[src/rtl/prog_freq_div_nch.sv]
// Multi-channel run-time programmable integer clock divider.
// Each channel divides CLK_in by a programmable factor with a programmable
// high time. New settings are held in a shadow register and become active
// only at a period boundary, so the output never shows a truncated pulse.
// All channels are held in a restart state while SYNC is low and rise
// together on the first edge after SYNC returns high.
module prog_freq_div_nch #(
  parameter int unsigned CH       = 2,
  parameter int unsigned WIDTH    = 8,
  parameter int unsigned DIV_DEF  = 2,
  parameter int unsigned HIGH_DEF = 1
) (
  input  logic                  CLK_in,
  input  logic                  RST,
  input  logic                  SYNC,
  input  logic [CH-1:0]         LOAD,
  input  logic [CH*WIDTH-1:0]   DIV_in,
  input  logic [CH*WIDTH-1:0]   HIGH_in,
  output logic [CH-1:0]         CLK_out,
  output logic [CH-1:0]         TICK_out,
  output logic [CH-1:0]         PEND_out,
  output logic [CH-1:0]         ERR_out
);

  localparam logic [WIDTH-1:0] DIV_RST  = WIDTH'(DIV_DEF);
  localparam logic [WIDTH-1:0] HIGH_RST = WIDTH'(HIGH_DEF);
  localparam logic [WIDTH-1:0] CNT_RST  = WIDTH'(DIV_DEF - 1);

  for (genvar g = 0; g < CH; g++) begin : g_ch
    logic [WIDTH-1:0] cnt_q, cnt_d;
    logic [WIDTH-1:0] div_a_q, div_a_d, high_a_q, high_a_d;
    logic [WIDTH-1:0] div_s_q, div_s_d, high_s_q, high_s_d;
    logic [WIDTH-1:0] div_w, high_w;
    logic             pend_q, pend_d, err_q, err_d;
    logic             clk_q, clk_d, tick_q, tick_d;
    logic             legal, wrap;

    assign div_w  = DIV_in[g*WIDTH +: WIDTH];
    assign high_w = HIGH_in[g*WIDTH +: WIDTH];
    assign legal  = (div_w >= WIDTH'(2)) && (high_w != '0) && (high_w < div_w);
    assign wrap   = SYNC && (cnt_q == div_a_q - WIDTH'(1));

    // Next-state: shadow capture, apply at boundary or during hold, counter, outputs.
    always_comb begin
      cnt_d    = cnt_q;
      div_a_d  = div_a_q;
      high_a_d = high_a_q;
      div_s_d  = div_s_q;
      high_s_d = high_s_q;
      pend_d   = pend_q;
      err_d    = err_q;

      // While held, an already pending config goes live before this cycle's
      // LOAD is captured, so a LOAD during hold lands one edge later.
      if (!SYNC && pend_q) begin
        div_a_d  = div_s_q;
        high_a_d = high_s_q;
        pend_d   = 1'b0;
      end

      if (LOAD[g]) begin
        if (legal) begin
          div_s_d  = div_w;
          high_s_d = high_w;
          pend_d   = 1'b1;
          err_d    = 1'b0;
        end else begin
          err_d = 1'b1;
        end
      end

      // Applying from the updated shadow lets a LOAD on the wrap edge bypass.
      if (wrap && pend_d) begin
        div_a_d  = div_s_d;
        high_a_d = high_s_d;
        pend_d   = 1'b0;
      end

      if (!SYNC) begin
        cnt_d = div_a_d - WIDTH'(1);
      end else if (wrap) begin
        cnt_d = '0;
      end else begin
        cnt_d = cnt_q + WIDTH'(1);
      end

      clk_d  = SYNC && (cnt_d < high_a_d);
      tick_d = wrap;
    end

    // Channel state register with asynchronous active-low reset.
    always_ff @(posedge CLK_in or negedge RST) begin
      if (!RST) begin
        cnt_q    <= CNT_RST;
        div_a_q  <= DIV_RST;
        high_a_q <= HIGH_RST;
        div_s_q  <= DIV_RST;
        high_s_q <= HIGH_RST;
        pend_q   <= 1'b0;
        err_q    <= 1'b0;
        clk_q    <= 1'b0;
        tick_q   <= 1'b0;
      end else begin
        cnt_q    <= cnt_d;
        div_a_q  <= div_a_d;
        high_a_q <= high_a_d;
        div_s_q  <= div_s_d;
        high_s_q <= high_s_d;
        pend_q   <= pend_d;
        err_q    <= err_d;
        clk_q    <= clk_d;
        tick_q   <= tick_d;
      end
    end

    assign CLK_out[g]  = clk_q;
    assign TICK_out[g] = tick_q;
    assign PEND_out[g] = pend_q;
    assign ERR_out[g]  = err_q;
  end

endmodule

[config.mk]
export PLATFORM = sky130hd
export DESIGN_NAME = prog_freq_div_nch
export DESIGN_NICKNAME = d
export VERILOG_FILES = /design/src/rtl/prog_freq_div_nch.sv
export SDC_FILE = /design/constraint.sdc
export NUM_CORES = 1
export LEC_CHECK = 0
export BUFFER_PORTS_ARGS = -buffer_cell sky130_fd_sc_hd__buf_4
export CAP_MARGIN = 20
export CELL_PAD_IN_SITES_DETAIL_PLACEMENT = 0
export CELL_PAD_IN_SITES_GLOBAL_PLACEMENT = 1
export CORE_ASPECT_RATIO = 0.75
export CORE_UTILIZATION = 48
export CTS_CLUSTER_DIAMETER = 40
export DETAILED_ROUTE_END_ITERATION = 6
export PLACE_DENSITY = 0.88
export SLEW_MARGIN = 10
export SYNTH_ARGS = -nofsm -noshare
export SYNTH_HDL_FRONTEND = slang
export SYNTH_SLANG_ARGS = --single-unit
[constraint.sdc]
create_clock -name CLK_in -period 5.8 [get_ports CLK_in]
set_input_delay 1.74 -clock CLK_in [delete_from_list [all_inputs] [get_ports CLK_in]]
set_output_delay 1.74 -clock CLK_in [all_outputs]
set_load 0.01 [all_outputs]
Word level (Yosys, flattened, before mapping)

Cells that the tools add are included.

Register bits: 88
Bits of input ports: 37
Output and inout bits: 8

Add/sub/neg operators: 6
Order comparisons: 6
Equal/unequal tests: 2
Mux-type cells: 30
Reductions and logical operators: 15

Operators with widths:

| cell                                                              | count |
|---|---|
| 2-to-1 mux 8 bit                                                  | 20 |
| < comparator 8 bit                                                | 4 |
| subtractor 8 x 1 -> 8 bit, second input constant                  | 4 |
| adder 8 x 1 -> 8 bit, second input constant                       | 2 |
| == test 8 bit                                                     | 2 |
| greater-or-equal comparator 8 x 2 -> 1 bit, second input constant | 2 |
| nonzero test 8 bit                                                | 2 |
| logical AND 1 bit                                                 | 12 |
| 2-to-1 mux 1 bit                                                  | 10 |
| zero test 1 bit                                                   | 1 |

Logic depth before layout (Yosys ltp)

Word-level depth: 11
Depth in mapped cells: 23

Worst setup path after synthesis

OpenSTA, ideal clock, no wires.

Kind: input-to-reg
Start: input port DIV_in[5]
End: register g_ch[0].clk_q
Library setup time: 0.110 ns
Arrival: 5.567 ns
Data required time: 5.690 ns
Path slack: 0.123 ns
Cell stages on the path: 19
Path buffers: 0
Path through: inv_1 ha_1 a2111oi_0 nor3_1 a211oi_1 o2111ai_1 o22a_1 o21ai_0 ha_1 o31ai_2 a2111oi_2 xnor2_1 a21boi_1 ha_1 a21o_1 a211o_1 a211o_1 o22a_1 o41ai_1

Cells in the longest elaborated chain, start to end: 11

Ends and longest elaborated chain:

| element                                    | RTL line | text |
|---|---|---|
| start, declared                            | 17       | `input logic [CH*WIDTH-1:0] DIV_in,` |
| greater-or-equal comparator 8 x 2 -> 1 bit | 40       | `assign legal = (div_w >= WIDTH'(2)) && (high_w != '0) && (high_w < div_w);` |
| logical AND 1 bit (2 in series)            | 40       |  |
| 2-to-1 mux 1 bit                           | 62       | `if (legal) begin` |
| 2-to-1 mux 1 bit                           | 61       | `if (LOAD[g]) begin` |
| logical AND 1 bit                          | 73       | `if (wrap && pend_d) begin` |
| 2-to-1 mux 8 bit *                         | 73       |  |
| subtractor 8 x 1 -> 8 bit *                | 80       | `cnt_d = div_a_d - WIDTH'(1);` |
| 2-to-1 mux 8 bit *                         | 79       | `if (!SYNC) begin` |
| net g_ch[0].cnt_d[6]                       | 30       | `logic [WIDTH-1:0] cnt_q, cnt_d;` |
| < comparator 8 bit *                       | 87       | `clk_d = SYNC && (cnt_d < high_a_d);` |
| logical AND 1 bit *                        | 87       |  |
| net g_ch[0].clk_d                          | 35       | `logic clk_q, clk_d, tick_q, tick_d;` |
| end signal, assigned                       | 111      | `clk_q <= clk_d;` |
| end, declared                              | 35       |  |

The timed path passes the listed nets; every way through them passes the cells marked *.
A chain may end at the register's enable or synchronous reset.

Worst setup path in the final report

Ends and elaborated chain as after synthesis.

==> flow_summary_export.csv <==
group,metric,value,unit
detailed_routing,firstDrtPassIters,4,
yosys,synth_simple_gate_area_share,0.156,
detailed_routing,drt-total-wl,15600,microns
placed_design,dp_cells,815,
detailed_routing,post_drt_wl_per_cell,18.8,microns
yosys,synthMuxAreaShare,0.0899,
cts,clock_sinks,88,
yosys,synth_top_family_by_area,"compound AO/OA/AOI/OAI gates",
global_route,grt_pass1_wl,25200,microns
yosys,synth_cells,612,
pwr,peakVddDrop,0.228,mV
final_layout,final_nets,736,
cts,cts_root_buffer,"clkbuf_16",
status,status,"finished clean",
yosys,ys.flop_type,"dfrtp_1",
sta,post-route-min-period,5670,ps
sta,finalMaxSlewViolations,0,
global_route,antenna_found_initial,0,
worst_setup_path,worst_setup_path_start_kind,"input pin",
global_route,overflow,0,
detailed_routing,drcViolationCount,0,
cts,numCtsBuffers,9,
yosys,synth.avg_cell_area,9.60,sq um
cts,cts_tree,"done",
cts,clk_pin_slew_worst_paths,60,ps
detailed_routing,drtIter0Drc,440,
yosys,synth_edf_count,0,
floorplan,initial_core_util,0.500,
pwr,finalPower,2.98,mW
worst_setup_path,path_class,"input pin to register",
sta,setup_viol,0,
final_layout,layout-drive-gt1-share,0.242,
floorplan,fp.dieW,130,microns
sta,tightestPinTransition,825,ps
cts,cts-hold-fix-buffers,0,
sta,finClkSkew,9.05,ps
global_route,grt_pass1_vias,4794,
yosys,synth-xor-area-share,0.0552,
yosys,synth_warnings,0,
yosys,ys_ff_latch,88,
worst_setup_path,critical_path_peak_fanout,3,
cts,cts.htree.levels,3,
floorplan,design.core.area,0.0117,sq mm
global_route,grt_use_total,0.261,
sta,min_period_over_period,0.978,
yosys,ys_seq_area_frac,0.377,
final_layout,final_cells,831,
worst_setup_path,crit_required,6040,ps
floorplan,pin_count,45,
final_layout,area_delta_synth_final,16.0,%
cts,insertion_delay,350,ps
sta,finalHoldViolCount,0,
sta,slew_headroom,0.443,
yosys,synthArstFlopShare,1.00,
sta,timing.fmax,176,MHz
yosys,ys_types,77,
placed_design,detailed_place_hpwl,11800,microns
detailed_routing,drtAntennaViolNets,0,
yosys,synth_compound_area_frac,0.182,
yosys,syn_nets,683,
worst_setup_path,end_kind,"register",
pwr,leakagePower,3.12,nW
pwr,power.density,436,mW/mm^2
yosys,syn_area,0.00588,sq mm
yosys,synth_adder_area_share,0.0724,
cts,clockBufferDepth,2,
hold_path,hold_class,"register to register",
final_layout,antenna-diode-count,0,
floorplan,die_h,97.8,microns
placed_design,gp_congestion,0.927,
detailed_routing,vias,4923,
detailed_routing,vias_per_cell,5.92,
floorplan,fp-row-count,34,
run,maxCapViolCount,0,
global_route,grt_max_degree,50,
floorplan,dieArea,0.0127,sq mm
placed_design,io_buffers,44,
worst_setup_path,crit_arrival,5920,ps
final_layout,fillers,1027,
-- registers in the layout, indices dropped and copies added, names as in the netlist --
register and cells:
g_ch.high_s_q 16, g_ch.div_s_q 16, g_ch.tick_q 2, g_ch.clk_q 2
g_ch.err_q 2, g_ch.div_a_q 16, g_ch.cnt_q 16, g_ch.high_a_q 16
g_ch.pend_q 2
-- metrics by stage --
stage | util | worst slack [ps] | setup TNS (ps) | instance area, sq um | hold slack (ps)
after global routing | 0.581 | -31.8 | -31.8 | 6820 | 533
after CTS | 0.576 | 17.1 | 0 | 6760 | 500
after global placement | 0.548 | -124 | -124 | 6440 | 467
after detailed placement | 0.548 | -408 | -408 | 6440 | 485
final | 0.581 | 127 | 0 | 6820 | 494
after floorplan | - | 123 | 0 | 5880 | 450
-- critical path, stage by stage --
cell,delay (ps)
buf_4,110
inv_1,90
ha_4,230
a2111oi_2,290
o21ai_1,170
a211oi_4,380
o2111ai_2,190
o22a_1,250
o21ai_1,130
ha_2,230
o31ai_2,80
a2111oi_2,360
xnor2_1,130
a21boi_2,190
ha_1,270
a21o_1,180
a211o_1,300
a211o_1,310
o22a_1,210
o41ai_2,60
-- layer usage --
metal / routed length [microns] / GRT usage / share of wire / vias to the layer above
met1: 7570 / 0.407 / 0.48 / 2412
met5: 0 / 0 / 0 / -
met2: 6660 / 0.367 / 0.43 / 194
met3: 1200 / 0.0471 / 0.077 / 17
met4: 211 / 0.0725 / 0.013 / 0
li1: - / - / - / 2300
-- cell type report --
type / instances / area (sq um) / area share
timing repair buffer: 74 / 559 / 0.0820
inverter: 52 / 198 / 0.0290
clock buffer: 9 / 225 / 0.0330
tap: 162 / 203 / 0.0297
multi-input combinational: 440 / 3330 / 0.488
clock inverter: 6 / 90.1 / 0.0132
sequential: 88 / 2210 / 0.325
-- what timing repair did --
item                       CTS  global route
resized for setup            3            10
setup buffers                0             1
pin swaps                    0             4
setup endpoints to repair    1             1
-- cell usage after synthesis, types with 3 or more instances --
cell type  instances  area (sq um)
o211ai_1           5          37.5
xor2_1            18           158
nand2_1           39           146
nand2b_1          13          81.3
mux2i_1           19           190
a31oi_1            8          50.1
clkbuf_1           6          22.5
nor2_1            52           195
nand3b_1           3          22.5
mux2_2            30           338
nand3_1           11          55.1
or2_2              3          18.8
dfstp_2           10           263
buf_4             12          90.1
buf_2              8          40.0
ha_1              34           425
nand4_1            3          18.8
a211o_1            6          52.6
inv_1             51           191
nor4_1             7          43.8
xnor2_1           19           166
o21ai_0           22           110
dfrtp_1           78          1950
buf_6              3          33.8
a21o_1            22           165
a211oi_1           6          45.0
o22ai_1            8          50.1
a21oi_1           25           125
and3_1             4          25.0
o41ai_1            3          26.3
nor3_1            15          75.1
nor2b_1            5          31.3
-- placed cells by master (no fill, tap or decap), drive strengths merged, types with 7 or more instances in the layout --
cell / count
ha: 34
o22ai: 8
nor3: 15
a21o: 22
xnor2: 19
nand2: 41
nor4: 9
nand3: 11
xor2: 18
mux2: 30
o211ai: 7
mux2i: 19
a21oi: 25
dfstp: 10
a211o: 7
a31oi: 8
nor2: 52
nand2b: 13
inv: 54
buf: 74
clkbuf: 9
o21ai: 24
dfrtp: 78
-- path summary, 6_finish.rpt --
check	startpoint	endpoint	slack (ps)	depth (start not counted)
max in group asynchronous	RST	g_ch[1].div_a_q[6]$_DFF_PN0_	3380	2
min reg2reg	g_ch[0].err_q$_DFFE_PN0P_	g_ch[0].err_q$_DFFE_PN0P_	490	2
min in group asynchronous	RST	g_ch[0].err_q$_DFFE_PN0P_	1360	1
max reg2reg	g_ch[0].div_a_q[0]$_DFF_PN0_	g_ch[0].clk_q$_DFF_PN0_	920	19
max	DIV_in[5]	g_ch[0].clk_q$_DFF_PN0_	130	20
min	g_ch[0].err_q$_DFFE_PN0P_	g_ch[0].err_q$_DFFE_PN0P_	490	2
-- cell families after synthesis --
family                     count (synthesis)
and+or+nand+nor                          176
AOI/OAI and AO/OA                        144
DFF                                       88
buffers and inverters                     84
muxes                                     49
xor gates and xnor gates                  37
adders and majority gates                 34
-- where the power goes --
| group | switching, mW | internal (mW) |
|---|---|---|
| clock | 0.259 | 0.378 |
| sequential | 0.212 | 0.821 |
| combinational | 0.701 | 0.604 |
No activity file was read; power rests on OpenSTA's default activity.
